**src/rtl/id_pkg.sv**
```systemverilog
`default_nettype none
// ============================================================================
// Module   : id_pkg
// Purpose  : Shared encodings, decode-result struct and helpers for id_stage.
// Revision : 1.0 - initial release
// ============================================================================
package id_pkg;

    localparam int ALUOP_W  = 4;
    localparam int ALUSEL_W = 2;

    localparam logic [6:0] c_OPC_OP_IMM = 7'b0010011;
    localparam logic [6:0] c_OPC_OP     = 7'b0110011;
    localparam logic [6:0] c_OPC_LUI    = 7'b0110111;
    localparam logic [6:0] c_OPC_AUIPC  = 7'b0010111;

    localparam logic [2:0] c_F3_ADD  = 3'b000;
    localparam logic [2:0] c_F3_SLL  = 3'b001;
    localparam logic [2:0] c_F3_SLT  = 3'b010;
    localparam logic [2:0] c_F3_SLTU = 3'b011;
    localparam logic [2:0] c_F3_XOR  = 3'b100;
    localparam logic [2:0] c_F3_SR   = 3'b101;
    localparam logic [2:0] c_F3_OR   = 3'b110;
    localparam logic [2:0] c_F3_AND  = 3'b111;

    typedef enum logic [ALUOP_W-1:0] {
        ALU_NOP  = 4'd0,
        ALU_ADD  = 4'd1,
        ALU_SUB  = 4'd2,
        ALU_SLT  = 4'd3,
        ALU_SLTU = 4'd4,
        ALU_XOR  = 4'd5,
        ALU_OR   = 4'd6,
        ALU_AND  = 4'd7,
        ALU_SLL  = 4'd8,
        ALU_SRL  = 4'd9,
        ALU_SRA  = 4'd10
    } aluop_e;

    typedef enum logic [ALUSEL_W-1:0] {
        SEL_NOP   = 2'd0,
        SEL_LOGIC = 2'd1,
        SEL_SHIFT = 2'd2,
        SEL_MATH  = 2'd3
    } alusel_e;

    typedef enum logic [1:0] {
        OP1_ZERO = 2'd0,
        OP1_PC   = 2'd1,
        OP1_RS1  = 2'd2
    } op1_sel_e;

    typedef struct packed {
        aluop_e      aluop;
        alusel_e     alusel;
        op1_sel_e    op1_sel;
        logic        use_rs2;
        logic [31:0] imm;
        logic [4:0]  rs1;
        logic [4:0]  rs2;
        logic [4:0]  wd;
        logic        wreg;
        logic        illegal;
    } dec_t;

    // Base operation implied by funct3 alone; SUB/SRA are applied by the decoder.
    function automatic aluop_e f_f3_aluop(input logic [2:0] f3);
        case (f3)
            c_F3_ADD:  return ALU_ADD;
            c_F3_SLL:  return ALU_SLL;
            c_F3_SLT:  return ALU_SLT;
            c_F3_SLTU: return ALU_SLTU;
            c_F3_XOR:  return ALU_XOR;
            c_F3_SR:   return ALU_SRL;
            c_F3_OR:   return ALU_OR;
            default:   return ALU_AND;
        endcase
    endfunction

    function automatic alusel_e f_alusel(input aluop_e op);
        case (op)
            ALU_NOP:                   return SEL_NOP;
            ALU_XOR, ALU_OR, ALU_AND:  return SEL_LOGIC;
            ALU_SLL, ALU_SRL, ALU_SRA: return SEL_SHIFT;
            default:                   return SEL_MATH;
        endcase
    endfunction

endpackage
`default_nettype wire

```
**src/rtl/id_decoder.sv**
```systemverilog
`default_nettype none
// ============================================================================
// Module   : id_decoder
// Purpose  : Combinational RV32I decoder for OP-IMM, OP, LUI and AUIPC.
// Revision : 1.0 - initial release
// ============================================================================
module id_decoder
    import id_pkg::*;
(
    input  logic [31:0] i_inst,
    output dec_t        o_dec
);

    logic [6:0] w_opcode;
    logic [2:0] w_f3;
    logic       w_f7_zero;
    logic       w_f7_alt;
    logic       w_ill;

    assign w_opcode  = i_inst[6:0];
    assign w_f3      = i_inst[14:12];
    assign w_f7_zero = (i_inst[31:25] == 7'b0000000);
    assign w_f7_alt  = (i_inst[31:25] == 7'b0100000);

    always_comb begin
        w_ill           = 1'b0;
        o_dec.aluop     = f_f3_aluop(w_f3);
        o_dec.alusel    = SEL_NOP;
        o_dec.op1_sel   = OP1_RS1;
        o_dec.use_rs2   = 1'b0;
        o_dec.imm       = {{20{i_inst[31]}}, i_inst[31:20]};
        o_dec.rs1       = i_inst[19:15];
        o_dec.rs2       = i_inst[24:20];
        o_dec.wd        = i_inst[11:7];
        o_dec.wreg      = 1'b1;
        o_dec.illegal   = 1'b0;

        case (w_opcode)
            c_OPC_LUI, c_OPC_AUIPC: begin
                o_dec.aluop   = ALU_ADD;
                o_dec.op1_sel = (w_opcode == c_OPC_LUI) ? OP1_ZERO : OP1_PC;
                o_dec.imm     = {i_inst[31:12], 12'b0};
            end
            c_OPC_OP_IMM: begin
                // funct7 only exists for the shift immediates; elsewhere it is imm bits
                if (w_f3 == c_F3_SLL || w_f3 == c_F3_SR) begin
                    o_dec.imm = {27'b0, i_inst[24:20]};
                    w_ill     = !(w_f7_zero || (w_f7_alt && w_f3 == c_F3_SR));
                end
                if (w_f7_alt && w_f3 == c_F3_SR) begin
                    o_dec.aluop = ALU_SRA;
                end
            end
            c_OPC_OP: begin
                o_dec.use_rs2 = 1'b1;
                w_ill = !(w_f7_zero || (w_f7_alt && (w_f3 == c_F3_ADD || w_f3 == c_F3_SR)));
                if (w_f7_alt) begin
                    o_dec.aluop = (w_f3 == c_F3_ADD) ? ALU_SUB : ALU_SRA;
                end
            end
            default: w_ill = 1'b1;
        endcase

        if (w_ill) begin
            o_dec.aluop   = ALU_NOP;
            o_dec.op1_sel = OP1_ZERO;
            o_dec.use_rs2 = 1'b0;
            o_dec.imm     = 32'd0;
            o_dec.wreg    = 1'b0;
            o_dec.illegal = 1'b1;
        end
        if (o_dec.wd == 5'd0) begin
            o_dec.wreg = 1'b0;
        end
        o_dec.alusel = f_alusel(o_dec.aluop);
    end

endmodule
`default_nettype wire

```
**src/rtl/id_stage.sv**
```systemverilog
`default_nettype none
// ============================================================================
// Module   : id_stage
// Purpose  : RV32I decode with N-source forwarding, load-use interlock and
//            ID/EX register under valid/ready with flush.
// Revision : 1.0 - initial release
// ============================================================================
module id_stage
    import id_pkg::*;
#(
    parameter int XLEN    = 32,
    parameter int NUM_FWD = 2
) (
    input  logic                      clk,
    input  logic                      rst,
    input  logic                      id_valid,
    output logic                      id_ready,
    input  logic [XLEN-1:0]           pc_i,
    input  logic [31:0]               inst_i,
    output logic [4:0]                rs1_addr_o,
    output logic [4:0]                rs2_addr_o,
    input  logic [XLEN-1:0]           rs1_data_i,
    input  logic [XLEN-1:0]           rs2_data_i,
    input  logic [NUM_FWD-1:0]        fwd_wreg_i,
    input  logic [5*NUM_FWD-1:0]      fwd_wd_i,
    input  logic [XLEN*NUM_FWD-1:0]   fwd_wdata_i,
    input  logic [NUM_FWD-1:0]        fwd_is_load_i,
    input  logic                      flush_i,
    output logic                      ex_valid_o,
    input  logic                      ex_ready_i,
    output logic [ALUOP_W-1:0]        aluop_o,
    output logic [ALUSEL_W-1:0]       alusel_o,
    output logic [XLEN-1:0]           op1_o,
    output logic [XLEN-1:0]           op2_o,
    output logic [4:0]                wd_o,
    output logic                      wreg_o,
    output logic                      illegal_o
);

    dec_t            w_dec;
    logic [XLEN:0]   w_rs1_fwd;
    logic [XLEN:0]   w_rs2_fwd;
    logic [XLEN-1:0] w_imm;
    logic [XLEN-1:0] w_op1;
    logic [XLEN-1:0] w_op2;
    logic            w_stall;
    logic            w_adv;

    logic            r_ex_valid;
    aluop_e          r_aluop;
    alusel_e         r_alusel;
    logic [XLEN-1:0] r_op1;
    logic [XLEN-1:0] r_op2;
    logic [4:0]      r_wd;
    logic            r_wreg;
    logic            r_illegal;

    id_decoder u_decoder (
        .i_inst (inst_i),
        .o_dec  (w_dec)
    );

    assign rs1_addr_o = w_dec.rs1;
    assign rs2_addr_o = w_dec.rs2;

    // Returns {load_pending, value}; walking from oldest to youngest lets index 0 win.
    function automatic logic [XLEN:0] f_fwd(
        input logic [4:0]              a,
        input logic [XLEN-1:0]         rf,
        input logic [NUM_FWD-1:0]      we,
        input logic [5*NUM_FWD-1:0]    wd,
        input logic [XLEN*NUM_FWD-1:0] wdat,
        input logic [NUM_FWD-1:0]      ld
    );
        logic [XLEN:0] r;
        r = {1'b0, rf};
        for (int i = NUM_FWD - 1; i >= 0; i--) begin
            if (we[i] && (wd[5*i +: 5] == a)) begin
                r = {ld[i], wdat[XLEN*i +: XLEN]};
            end
        end
        if (a == 5'd0) begin
            r = '0;
        end
        return r;
    endfunction

    assign w_rs1_fwd = f_fwd(w_dec.rs1, rs1_data_i, fwd_wreg_i, fwd_wd_i, fwd_wdata_i, fwd_is_load_i);
    assign w_rs2_fwd = f_fwd(w_dec.rs2, rs2_data_i, fwd_wreg_i, fwd_wd_i, fwd_wdata_i, fwd_is_load_i);

    assign w_stall = ((w_dec.op1_sel == OP1_RS1) && w_rs1_fwd[XLEN])
                   || (w_dec.use_rs2 && w_rs2_fwd[XLEN]);
    assign w_adv   = !r_ex_valid || ex_ready_i;
    assign id_ready = w_adv && !w_stall;

    assign w_imm = XLEN'($signed(w_dec.imm));

    always_comb begin
        w_op1 = '0;
        case (w_dec.op1_sel)
            OP1_PC:  w_op1 = pc_i;
            OP1_RS1: w_op1 = w_rs1_fwd[XLEN-1:0];
            default: w_op1 = '0;
        endcase
    end

    assign w_op2 = w_dec.use_rs2 ? w_rs2_fwd[XLEN-1:0] : w_imm;

    always_ff @(posedge clk) begin
        if (rst || flush_i) begin
            r_ex_valid <= 1'b0;
            r_aluop    <= ALU_NOP;
            r_alusel   <= SEL_NOP;
            r_op1      <= '0;
            r_op2      <= '0;
            r_wd       <= 5'd0;
            r_wreg     <= 1'b0;
            r_illegal  <= 1'b0;
        end else if (w_adv) begin
            r_ex_valid <= id_valid && !w_stall;
            r_aluop    <= w_dec.aluop;
            r_alusel   <= w_dec.alusel;
            r_op1      <= w_op1;
            r_op2      <= w_op2;
            r_wd       <= w_dec.wd;
            r_wreg     <= w_dec.wreg;
            r_illegal  <= w_dec.illegal;
        end
    end

    assign ex_valid_o = r_ex_valid;
    assign aluop_o    = r_aluop;
    assign alusel_o   = r_alusel;
    assign op1_o      = r_op1;
    assign op2_o      = r_op2;
    assign wd_o       = r_wd;
    assign wreg_o     = r_wreg;
    assign illegal_o  = r_illegal;

endmodule
`default_nettype wire

```
**config.mk**
```make
export PLATFORM = sky130hd
export DESIGN_NAME = id_stage
export DESIGN_NICKNAME = d
export VERILOG_FILES = /design/src/rtl/id_pkg.sv /design/src/rtl/id_decoder.sv /design/src/rtl/id_stage.sv
export SDC_FILE = /design/constraint.sdc
export NUM_CORES = 1
export LEC_CHECK = 0
export BUFFER_PORTS_ARGS = -buffer_cell sky130_fd_sc_hd__buf_4
export CORE_AREA = 2 2 116 118
export CTS_BUF_LIST = sky130_fd_sc_hd__clkbuf_4
export CTS_CLUSTER_SIZE = 12
export DETAILED_ROUTE_END_ITERATION = 8
export DIE_AREA = 0 0 118 120
export GPL_TIMING_DRIVEN = 1
export PLACE_DENSITY = 0.83
export RECOVER_POWER = 50
export SLEW_MARGIN = 20
export SYNTH_ARGS = -nofsm -noshare
export SYNTH_HDL_FRONTEND = slang
export SYNTH_SLANG_ARGS = --single-unit
export TNS_END_PERCENT = 30
```
**constraint.sdc**
```tcl
create_clock -name clk -period 7.65 [get_ports clk]
set_input_delay 0.3825 -clock clk [delete_from_list [all_inputs] [get_ports clk]]
set_output_delay 0.3825 -clock clk [all_outputs]
set_load 0.05 [all_outputs]
```
# After elaboration in Yosys (flattened, before gate mapping)
# Index checks and enable logic that the tools add are counted.
[op_classes]
n_addsub = 0
n_lt_le_gt_ge = 0
reduce_logical = 30
eq_ne = 23
div_mod_pow = 0
n_bitwise = 0
n_shift = 0
n_mux = 25
multipliers = 0
[op_table]
columns = ["cell", "n"]
rows = [
  ["two-way mux 33 bit", 6],
  ["one-hot mux 32 bit (2 select lines)", 2],
  ["two-way mux 32 bit", 2],
  ["two-way mux 35 bit", 1],
  ["one-hot mux 4 bit (7 select lines)", 1],
  ["equality test 7 x 6 -> 1 bit (second input constant)", 3],
  ["equality test 5 bit", 4],
  ["two-way mux 4 bit", 4],
  ["zero test 5 bit", 3],
  ["equality test 7 x 5 -> 1 bit (second input constant)", 2],
  ["equality test 4 x 3 -> 1 bit (second input constant)", 3],
  ["equality test 4 bit (second input constant)", 3],
  ["one-hot mux 4 bit (3 select lines)", 1],
  ["logical AND 1 bit", 10],
  ["equality test 3 bit (second input constant)", 3],
  ["zero test 7 bit", 1],
  ["logical OR 1 bit", 7],
  ["equality test 3 x 2 -> 1 bit (second input constant)", 2],
  ["one-hot mux 2 bit (3 select lines)", 1],
  ["OR reduction 3 bit", 2],
  ["zero test 1 bit", 4],
  ["zero test 4 bit", 1],
  ["two-way mux 1 bit", 4],
  ["two-way mux 2 bit", 2],
  ["other kinds (6)", 6],
]
[totals]
rom_bits = 0
latchBits = 0
out_inout_bits = 89
ram_bits = 0
register_bits = 78
mem_count = 0
in_bits = 211

# Longest topological paths before layout
# Gate-level depths: netlist of run 1.
[depth]
ltp_word = 12
ltp_mapped = 15

# Cells and area by module
# A second synthesis of run 1 with hierarchy kept.
[hier_totals]
hier_cells = 726
hier_area_um2 = 5576.6
[by_module_without_submodules]
columns = ["mod", "n_inst", "cells_each", "seq_area_each_um2", "area_per_inst_um2"]
rows = [
  ["id_stage", 1, 624, 1561.5, 4882.2],
  ["id_decoder", 1, 102, 0.0, 694.4],
]

# Least setup slack after synthesis of run 1
# Ideal clock, no wire load.
[synth_timing]
path_type = "input port to flip-flop"
startpoint = "in inst_i[28]"
endpoint = "reg r_op1[0], in the netlist op1_o[0]"
setup_slack_ns = 4.592
setup_ns = 0.069
arrival_time_ns = 2.988
path_buffers = 3
required_time_ns = 7.581
stages = 12
path_cell_list = "or4_4 -> nor3_4 -> a211oi_1 -> nor2b_1 -> buf_4 -> nand2_1 -> ha_1 -> or4_1 -> clkbuf_1 -> buf_2 -> a211o_1 -> o21ai_1"
[synth_via]
elab_chain_len = 9
[synth_lines]
columns = ["element", "line_no", "source"]
rows = [
  ["start: declaration", "id_stage.sv:19", "input logic [31:0] inst_i,"],
  ["equality test 7 x 6 -> 1 bit", "id_decoder.sv:23", "assign w_f7_alt = (i_inst[31:25] == 7'b0100000);"],
  ["logical AND 1 bit", "id_decoder.sv:48", "w_ill = !(w_f7_zero || (w_f7_alt && w_f3 == c_F3_SR));"],
  ["logical OR 1 bit", "id_decoder.sv:48", ""],
  ["zero test 1 bit", "id_decoder.sv:48", ""],
  ["two-way mux 1 bit", "id_decoder.sv:46", "if (w_f3 == c_F3_SLL || w_f3 == c_F3_SR) begin"],
  ["one-hot mux 1 bit (3 select lines) (*)", "id_decoder.sv:38", "case (w_opcode)"],
  ["two-way mux 35 bit (*)", "id_decoder.sv:64", "if (w_ill) begin"],
  ["equality test 2 bit / equality test 2 x 1 -> 1 bit (equally long branches)", "id_stage.sv:100", "case (w_dec.op1_sel)"],
  ["one-hot mux 32 bit (2 select lines) (*)", "id_stage.sv:100", ""],
  ["end signal: assignment", "id_stage.sv:123", "r_op1 <= w_op1;"],
  ["end: declaration", "id_stage.sv:52", "logic [XLEN-1:0] r_op1;"],
]
# Mark *: on every way between the ends. The rest lies on a longest branch, timed or not.
# A chain may end at the register's enable or synchronous reset.

# Final worst setup path of run 1
[layout_timing]
startpoint = "in inst_i[28]"
endpoint = "reg r_op1[21], in the netlist op1_o[21]"
# Same word-level chain as after synthesis.

==> results.toml, run 1 <==
[routing]
vias = 6060
drt_drc_violations_left = 0
total_iterations_of_the_first_detailed_routing_run = 6
detail_route_antenna_nets = 0
detailed_route_vias_per_instance = 5.70
routed_wirelength_um = 20800
routed_wire_length_per_instance_um = 19.5
detail_route.iter0.violations = 550

[timing]
finalCritPeriodShare = 0.477
grt_setup_unrepaired = "false"
worst-slew-pin-transition_ps = 869
timing.max_slew.rel_slack = 0.421
fin_worst_skew_ps = 21.6
finalMaxSlewViolations = 0
hold_viol = 0
totalNegativeSetupSlack_ps = 0
post-route-min-period_ps = 3650
max_freq_ghz = 0.274
setup_violations = 0

[worst_setup_path]
worstSetupStartpointType = "primary input"
worstPathArrival_ps = 4020
critical_path.cell_chain = "buf_4 > or4_4 > nor3_4 > a211oi_1 > nor2b_1 > nand2_1 > ha_1 > or4_1 > buf_4 > a211o_1 > o21ai_1"
endpoint_kind = "register"
timing.critical_path.slowest_cell_delay_ps = 870
timing.critical_path.depth = 11
crit_type = "primary input to register"
worst_path_dominant_cell_family = "simple AND/OR/NAND/NOR gates"
crit_slowest_cell = "sky130_fd_sc_hd__or4_1"
worst-path-max-fanout = 17
worst-endpoint-required_ps = 8020
reg2reg_depth = 5
crit_path_frequent_cell = "sky130_fd_sc_hd__buf_4"
critical_path.n_buffers_inverters = 2

[floorplanning]
top_level_ports = 300
floorplan.initialDensity = 0.399
core_area_um2 = 13000
rows = 42
die-area_um2 = 14200
dieWidth_um = 118
die_h_um = 120

[placement]
dpl.cell_count = 1047
detailed_place.area_um2 = 7340
gp_congestion = 0.906
dp_hpwl_um = 15400
io_buffer_count = 299

[cts]
clock_tree.htree_level_count = 3
cts.clk_slew.worst_paths_ps = 160
cts-hold-fix-buffers = 0
clock_sinks = 78
tritoncts = "yes"
clockBufferDepth = 2
cts_post_setup_buffers_inserted = 0
cts_inserted_buffers = 9
cts_root_buffer = "sky130_fd_sc_hd__clkbuf_4"
clock_insertion_delay_worst_skew_ps = 450
post_cts_resized = 0

[finish]
mostFrequentLayoutCell = "sky130_fd_sc_hd__buf_4"
seq_cell_area_um2 = 1560
fin_area_um2 = 7160
layout.core_utilization = 0.552
nFillCells = 1314
design.final.nets = 1095
final_cell_mix = "sky130_fd_sc_hd__buf_4 (225), sky130_fd_sc_hd__clkbuf_1 (83), sky130_fd_sc_hd__dfxtp_1 (78), sky130_fd_sc_hd__nor2_1 (73), sky130_fd_sc_hd__mux2i_1 (64)"
flow.area_growth_from_synthesis_pct = 38.1
number_of_non_filler_instances_in_the_completed_layout = 1064
multi_input_comb_area_um2 = 3210
drive_above_1_share = 0.302

[pwr]
leakagePower_nw = 2.67
worst_vdd_ir_mv = 0.0784
power_w = 0.000878
p_per_area_nw_per_um2 = 123

[synthesis]
synth-edff-count = 0
syn-mean-instance-area_um2 = 8.23
ys_seq_area_frac = 0.301
synthesis.yosys.warnings = 0
postSynth.asyncResetShare = 0
synth_seq_cells = 78
net_count_after_synthesis = 843
mappedNetlistArea_um2 = 5180
synth_cell_type_count = 52
synth_cells = 630
synthFlopType = "sky130_fd_sc_hd__dfxtp_1"

[outcome]
outcome = "finished clean"

[global_routing]
total_congestion_overflow_after_global_routing = 0
grt_start_max_net_pins = 66
grt_pass1_wl_um = 31300
grt_util_all_layers = 0.282
first_global_vias = 5686
initial_antenna_violation_count = 0

[job]
timing.max_cap.violations = 0

[hold_path]
hold_path_class = "primary input to register"
worstHoldPathCells = 3
## state kept, by name, summed over array words and instances, names as in the netlist
name        flops
wd_o            5
ex_valid_o      1
illegal_o       1
alusel_o        2
aluop_o         4
wreg_o          1
op1_o          32
op2_o          32
## routing by layer
metal	wire length [um]	vias to the layer above	GRT usage
li1	-	2822	-
met1	8620	2848	0.369
met2	9760	335	0.467
met3	1730	55	0.0528
met4	675	0	0.0994
met5	0	-	0
## final timing paths
kind                   start  slack [ps]         to
setup reg to reg  ex_valid_o        5510  op2_o[27]
hold reg to reg       wreg_o         460     wreg_o
hold / removal    inst_i[11]         160    wd_o[4]
setup / recovery  inst_i[28]        4000  op1_o[21]
## worst reg2reg max path: cells and delay by family, from the launching register on
kind                   cells  cell delay, ps
AOI/OAI and AO/OA          3             920
buffers and inverters      1             550
DFF                        1             420
and+or+nand+nor            1             190
## cell families after synthesis
logic type,share of synthesized area
AO/OA/AOI/OAI,0.328
AND/OR/NAND/NOR,0.127
flip-flops,0.301
buffers and inverters,0.0849
multiplexers,0.124
XOR/XNOR,0.0304
adder cells (fa/ha/maj),0.00483
## power by group
group | internal, W | switching [W]
clock network | 0.0000748 | 0.000179
registers | 0.000411 | 0.00000218
logic | 0.000100 | 0.000112
total | 0.000586 | 0.000292
## cells in the mapped netlist, drive strengths merged, types with 2 or more instances
library cell | instances | share of area
a211o | 63 | 0.11
a211oi | 5 | 0.0082
a21oi | 64 | 0.062
a22oi | 33 | 0.048
a31oi | 7 | 0.0084
a41oi | 2 | 0.0034
and2 | 3 | 0.0036
buf | 29 | 0.045
clkbuf | 37 | 0.033
dfxtp | 78 | 0.30
ha | 2 | 0.0048
inv | 8 | 0.0058
mux2i | 64 | 0.12
nand2 | 29 | 0.021
nand2b | 5 | 0.0065
nand3 | 3 | 0.0053
nand4 | 3 | 0.0036
nor2 | 74 | 0.054
nor2b | 4 | 0.0048
nor3 | 3 | 0.0051
nor4 | 4 | 0.011
o211ai | 2 | 0.0029
o21ai | 69 | 0.067
o221a | 3 | 0.0065
o22ai | 2 | 0.0024
or2 | 2 | 0.0024
or4 | 4 | 0.0065
xnor2 | 9 | 0.015
xor2 | 9 | 0.015
## per-stage QoR
stage	setup WS [ps]	hold WS, ps
3_5_place_dp	3580	443
4_1_cts	4050	143
6_report	4000	164
5_1_grt	3780	137
3_3_place_gp	3630	441
2_1_floorplan	4590	523
## final cells by class
type	instances	area share
antenna	1	0.000350
clock buffer	9	0.00944
clock inverter	7	0.00909
inverter	8	0.00419
multi-input combinational	477	0.449
sequential	78	0.218
tap	176	0.0308
timing repair buffer	308	0.279
Power figures use the tool's default switching activity.
==> inputs of run 2 (changes only) <==
- clock period: 7.65 -> 3.6 ns (I/O delays scaled with it)
==> results.toml, run 2 (synthesis gave the netlist of run 1 again) <==
[worst_setup_path]
r2r_start = "ex_valid_o"
worstSetupStartpointType = "primary input"
critical_path.n_buffers_inverters = 4
worst-path-max-fanout = 8
timing.critical_path.slowest_cell_delay_ps = 560
r2r_slack_ps = 1780
worstReg2RegEnd = "alusel_o[0]"
worst-endpoint-required_ps = 3420
endpoint_kind = "output pin"
crit_type = "primary input to output pin"
worst_path_dominant_cell_family = "simple AND/OR/NAND/NOR gates"
crit_path_frequent_cell = "sky130_fd_sc_hd__buf_4"
crit_slowest_cell = "sky130_fd_sc_hd__dlygate4sd3_1"
critical_path.cell_chain = "dlygate4sd3_1 > buf_4 > or4_4 > nor3_4 > a211oi_1 > nor2b_1 > nand2_1 > inv_1 > ha_1 > o21ai_1 > o22ai_1 > nor2_1 > buf_4"
reg2reg_depth = 5
worstPathArrival_ps = 2990

[pwr]
power.sequential.fraction = 0.456
p_int_w = 0.00128
share_clk_of_total_power = 0.290
switching_power_w = 0.000649
leakagePower_nw = 2.86
p_per_area_nw_per_um2 = 254
power_switching_share = 0.337
combinationalPowerShare = 0.255
worst_vdd_ir_mv = 0.181

[routing]
routed_wirelength_um = 22000
routed_wire_length_per_instance_um = 19.8
total_iterations_of_the_first_detailed_routing_run = 5
detailed_route_vias_per_instance = 5.67
drt_drc_violations_left = 0
detail_route.iter0.violations = 591
vias = 6278
detail_route_antenna_nets = 0

[floorplanning]
top_level_ports = 300
rows = 42
dieWidth_um = 118
die-area_um2 = 14200
core_area_um2 = 13000
die_h_um = 120
floorplan.initialDensity = 0.399

[timing]
totalNegativeSetupSlack_ps = 0
hold_viol = 0
setup_violations = 0
worst-slew-pin-transition_ps = 898
finalWorstSetupSlack_ps = 430
post-route-min-period_ps = 3170
fin_worst_skew_ps = 29.7
grt_setup_unrepaired = "false"
finalCritPeriodShare = 0.881
timing.max_slew.rel_slack = 0.402
max_freq_ghz = 0.315
finalMaxSlewViolations = 0

[finish]
final_cell_mix = "sky130_fd_sc_hd__buf_4 (233), sky130_fd_sc_hd__clkbuf_1 (83), sky130_fd_sc_hd__dfxtp_1 (78), sky130_fd_sc_hd__nor2_1 (73), sky130_fd_sc_hd__mux2i_1 (64)"
fin_area_um2 = 7570
flow.area_growth_from_synthesis_pct = 46.0
mostFrequentLayoutCell = "sky130_fd_sc_hd__buf_4"
number_of_non_filler_instances_in_the_completed_layout = 1107
drive_above_1_share = 0.297
design.final.nets = 1138
nFillCells = 1221

[placement]
detailed_place.area_um2 = 7390
dpl.cell_count = 1055
dp_worst_setup_slack_ps = 543
dp_hpwl_um = 16100
gp_congestion = 0.922
io_buffer_count = 299

[global_routing]
grt_pass1_wl_um = 32700
initial_antenna_violation_count = 1
total_congestion_overflow_after_global_routing = 0
grt_start_max_net_pins = 66
grt_util_all_layers = 0.295
first_global_vias = 5993

[cts]
tritoncts = "yes"
clock_sinks = 78
cts_post_setup_buffers_inserted = 0
cts_root_buffer = "sky130_fd_sc_hd__clkbuf_4"
clockBufferDepth = 2
clock_insertion_delay_worst_skew_ps = 460
cts_inserted_buffers = 9
cts.clk_slew.worst_paths_ps = 140
clock_tree.htree_level_count = 3
post_cts_resized = 0
cts-hold-fix-buffers = 35

[hold_path]
worstHoldPathCells = 3
worst_hold_path.endpoint = "op1_o[0]"
worstHoldStart = "pc_i[0]"
hold_path_class = "primary input to register"

[job]
timing.max_cap.violations = 0

[outcome]
outcome = "finished clean"
run 2: routing by layer:
layer / global-route usage / share of wire
met1: 0.367 / 0.41
met3: 0.0608 / 0.082
met5: 0 / 0
met2: 0.512 / 0.49
met4: 0.0926 / 0.021
run 2: worst max-delay path by stage:
| stage | from | endpoint | slack [ps] | cells after the start |
|---|---|---|---|---|
| after floorplan | inst_i[28] | op1_o[0] | 740 | 12 |
| after global placement | inst_i[28] | op1_o[15] | 620 | 11 |
| after detailed placement | inst_i[28] | op1_o[19] | 540 | 11 |
| after CTS | inst_i[29] | id_ready | 470 | 13 |
| after global routing | inst_i[29] | id_ready | 290 | 13 |
| final | inst_i[29] | id_ready | 430 | 13 |
run 2: layout make-up:
class | instances | area (um2) | area share
timing repair buffer | 351 | 2410 | 0.318
multi-input combinational | 477 | 3210 | 0.424
antenna | 1 | 2.50 | 0.000331
inverter | 8 | 30.0 | 0.00397
clock buffer | 9 | 67.6 | 0.00892
sequential | 78 | 1560 | 0.206
clock inverter | 7 | 66.3 | 0.00876
tap | 176 | 220 | 0.0291
run 2: metrics by stage:
| stage | util | total power, W | hold slack (ps) |
|---|---|---|---|
| floorplan | - | 0.00109 | 320 |
| global placement | 0.569 | 0.00135 | 442 |
| detailed placement | 0.569 | 0.00136 | 447 |
| CTS | 0.607 | 0.00194 | 1.64 |
| global route | 0.583 | 0.00200 | 2.68 |
| finish | 0.583 | 0.00193 | 23.5 |
run 2: worst min-delay path: cells and delay by family:
family | cells | cell delay [ps]
AOI/OAI and AO/OA | 2 | 180
buffers and inverters | 1 | 80
run 2: power groups by stage:
stage / Clock, W / Combinational [W] / Sequential [W]
floorplan: 0 / 0.000166 / 0.000926
global placement: 0 / 0.000457 / 0.000896
detailed placement: 0 / 0.000463 / 0.000896
CTS: 0.000569 / 0.000496 / 0.000878
global route: 0.000602 / 0.000519 / 0.000879
finish: 0.000558 / 0.000490 / 0.000878
==> inputs of run 3 (changes only) <==
- CTS_BUF_LIST: sky130_fd_sc_hd__clkbuf_4 -> sky130_fd_sc_hd__clkbuf_8
==> results.toml, run 3 (synthesis gave the netlist of run 1 again) <==
[timing]
finalMaxSlewViolations = 0
worst-slew-pin-transition_ps = 897
timing.max_slew.rel_slack = 0.402
post-route-min-period_ps = 2700
hold_viol = 0
max_freq_ghz = 0.370
fin_worst_skew_ps = 18.1
setup_violations = 0
grt_setup_unrepaired = "false"
totalNegativeSetupSlack_ps = 0
finalCritPeriodShare = 0.750

[cts]
clock_sinks = 78
cts.clk_slew.worst_paths_ps = 110
cts_post_setup_buffers_inserted = 0
cts-hold-fix-buffers = 0
post_cts_resized = 0
tritoncts = "yes"
cts_inserted_buffers = 9
clock_tree.htree_level_count = 3
clock_insertion_delay_worst_skew_ps = 360
clockBufferDepth = 2
cts_root_buffer = "sky130_fd_sc_hd__clkbuf_8"

[finish]
num_antenna_cells = 0
drive_above_1_share = 0.308
final_cell_mix = "sky130_fd_sc_hd__buf_4 (233), sky130_fd_sc_hd__clkbuf_1 (83), sky130_fd_sc_hd__dfxtp_1 (78), sky130_fd_sc_hd__nor2_1 (73), sky130_fd_sc_hd__mux2i_1 (64)"
nFillCells = 1269
design.final.nets = 1103
mostFrequentLayoutCell = "sky130_fd_sc_hd__buf_4"
flow.area_growth_from_synthesis_pct = 40.3

[worst_setup_path]
crit_type = "primary input to register"
worstSetupStartpointType = "primary input"
timing.critical_path.slowest_cell_delay_ps = 550
endpoint_kind = "register"
critical_path.cell_chain = "buf_4 > or4_4 > nor3_4 > a211oi_1 > nor2b_1 > nand2_1 > ha_1 > or4_1 > buf_4 > a211o_1 > o21ai_1"
crit_slowest_cell = "sky130_fd_sc_hd__or4_1"
worstPathArrival_ps = 2990
worst-path-max-fanout = 17
worst_path_dominant_cell_family = "simple AND/OR/NAND/NOR gates"
worst-endpoint-required_ps = 3890
critical_path.n_buffers_inverters = 2
crit_path_frequent_cell = "sky130_fd_sc_hd__buf_4"

[hold_path]
hold_path_class = "primary input to register"

[pwr]
p_per_area_nw_per_um2 = 276
power_w = 0.00201
worst_vdd_ir_mv = 0.191
leakagePower_nw = 2.74

[placement]
io_buffer_count = 299
gp_congestion = 0.922
dp_hpwl_um = 16100

[routing]
routed_wirelength_um = 21200
detail_route.iter0.violations = 511
routed_wire_length_per_instance_um = 19.8
detailed_route_vias_per_instance = 5.63
total_iterations_of_the_first_detailed_routing_run = 5
vias = 6035
detail_route_antenna_nets = 0
drt_drc_violations_left = 0

[global_routing]
grt_start_max_net_pins = 66
grt_pass1_wl_um = 31500
first_global_vias = 5751
initial_antenna_violation_count = 0
total_congestion_overflow_after_global_routing = 0
grt_util_all_layers = 0.283

[floorplanning]
dieWidth_um = 118
core_area_um2 = 13000
rows = 42
die-area_um2 = 14200
floorplan.initialDensity = 0.399
top_level_ports = 300
die_h_um = 120

[outcome]
outcome = "finished clean"

[job]
timing.max_cap.violations = 0
## run 3: cell count changes in the layout (fill, tap and decap cells not counted), sizes merged
cell         delta
dlygate4sd3    -35
diode           -1
## run 3: layout make-up
| class | instances | area [um2] | share of cell area |
|---|---|---|---|
| Sequential cell | 78 | 1560 | 0.215 |
| Inverter | 8 | 30.0 | 0.00413 |
| Tap cell | 176 | 220 | 0.0303 |
| Multi-Input combinational cell | 477 | 3210 | 0.442 |
| Timing Repair Buffer | 316 | 2060 | 0.283 |
| Clock inverter | 7 | 66.3 | 0.00912 |
| Clock buffer | 9 | 124 | 0.0170 |
## run 3: per-layer routing
metal,part of all wire,GRT usage,wire length (um),vias up
li1,-,-,-,2842
met1,0.42,0.354,8790,2824
met2,0.48,0.479,10100,328
met3,0.082,0.0604,1740,41
met4,0.027,0.111,581,0
met5,0,0,0,-
## run 3: power by group
| group | internal, W | total, W | switching (W) |
|---|---|---|---|
| Sequential | 0.000871 | 0.000876 | 0.00000471 |
| Clock | 0.000273 | 0.000675 | 0.000402 |
| Combinational | 0.000215 | 0.000455 | 0.000240 |
## run 3: worst paths after layout
check	from	end	slack (ps)	cells after the start
setup reg to reg	ex_valid_o	alusel_o[0]	1800	5
hold / removal	inst_i[10]	wd_o[3]	60	3
setup / recovery	inst_i[28]	op1_o[18]	900	11
hold reg to reg	wd_o[2]	wd_o[2]	460	2
## run 3: per-stage QoR
step                      worst slack [ps]  hold WS (ps)  utilization  instances  instance area [um2]
after floorplan                        745           320            -        630                 5180
after global placement                 619           442        0.569       1055                 7390
after detailed placement               543           447        0.569       1055                 7390
after CTS                              931          48.7        0.584       1071                 7580
after global routing                   758          53.8        0.560       1071                 7270
final                                  900          61.4        0.560       1071                 7270
## run 3: worst register-to-register path, stage by stage (launching register included)
cell                      delay [ps]
sky130_fd_sc_hd__dfxtp_1         380
sky130_fd_sc_hd__nor2b_4         340
sky130_fd_sc_hd__buf_4           530
sky130_fd_sc_hd__a41oi_1         170
sky130_fd_sc_hd__a22oi_1         200
sky130_fd_sc_hd__nor2_1           50
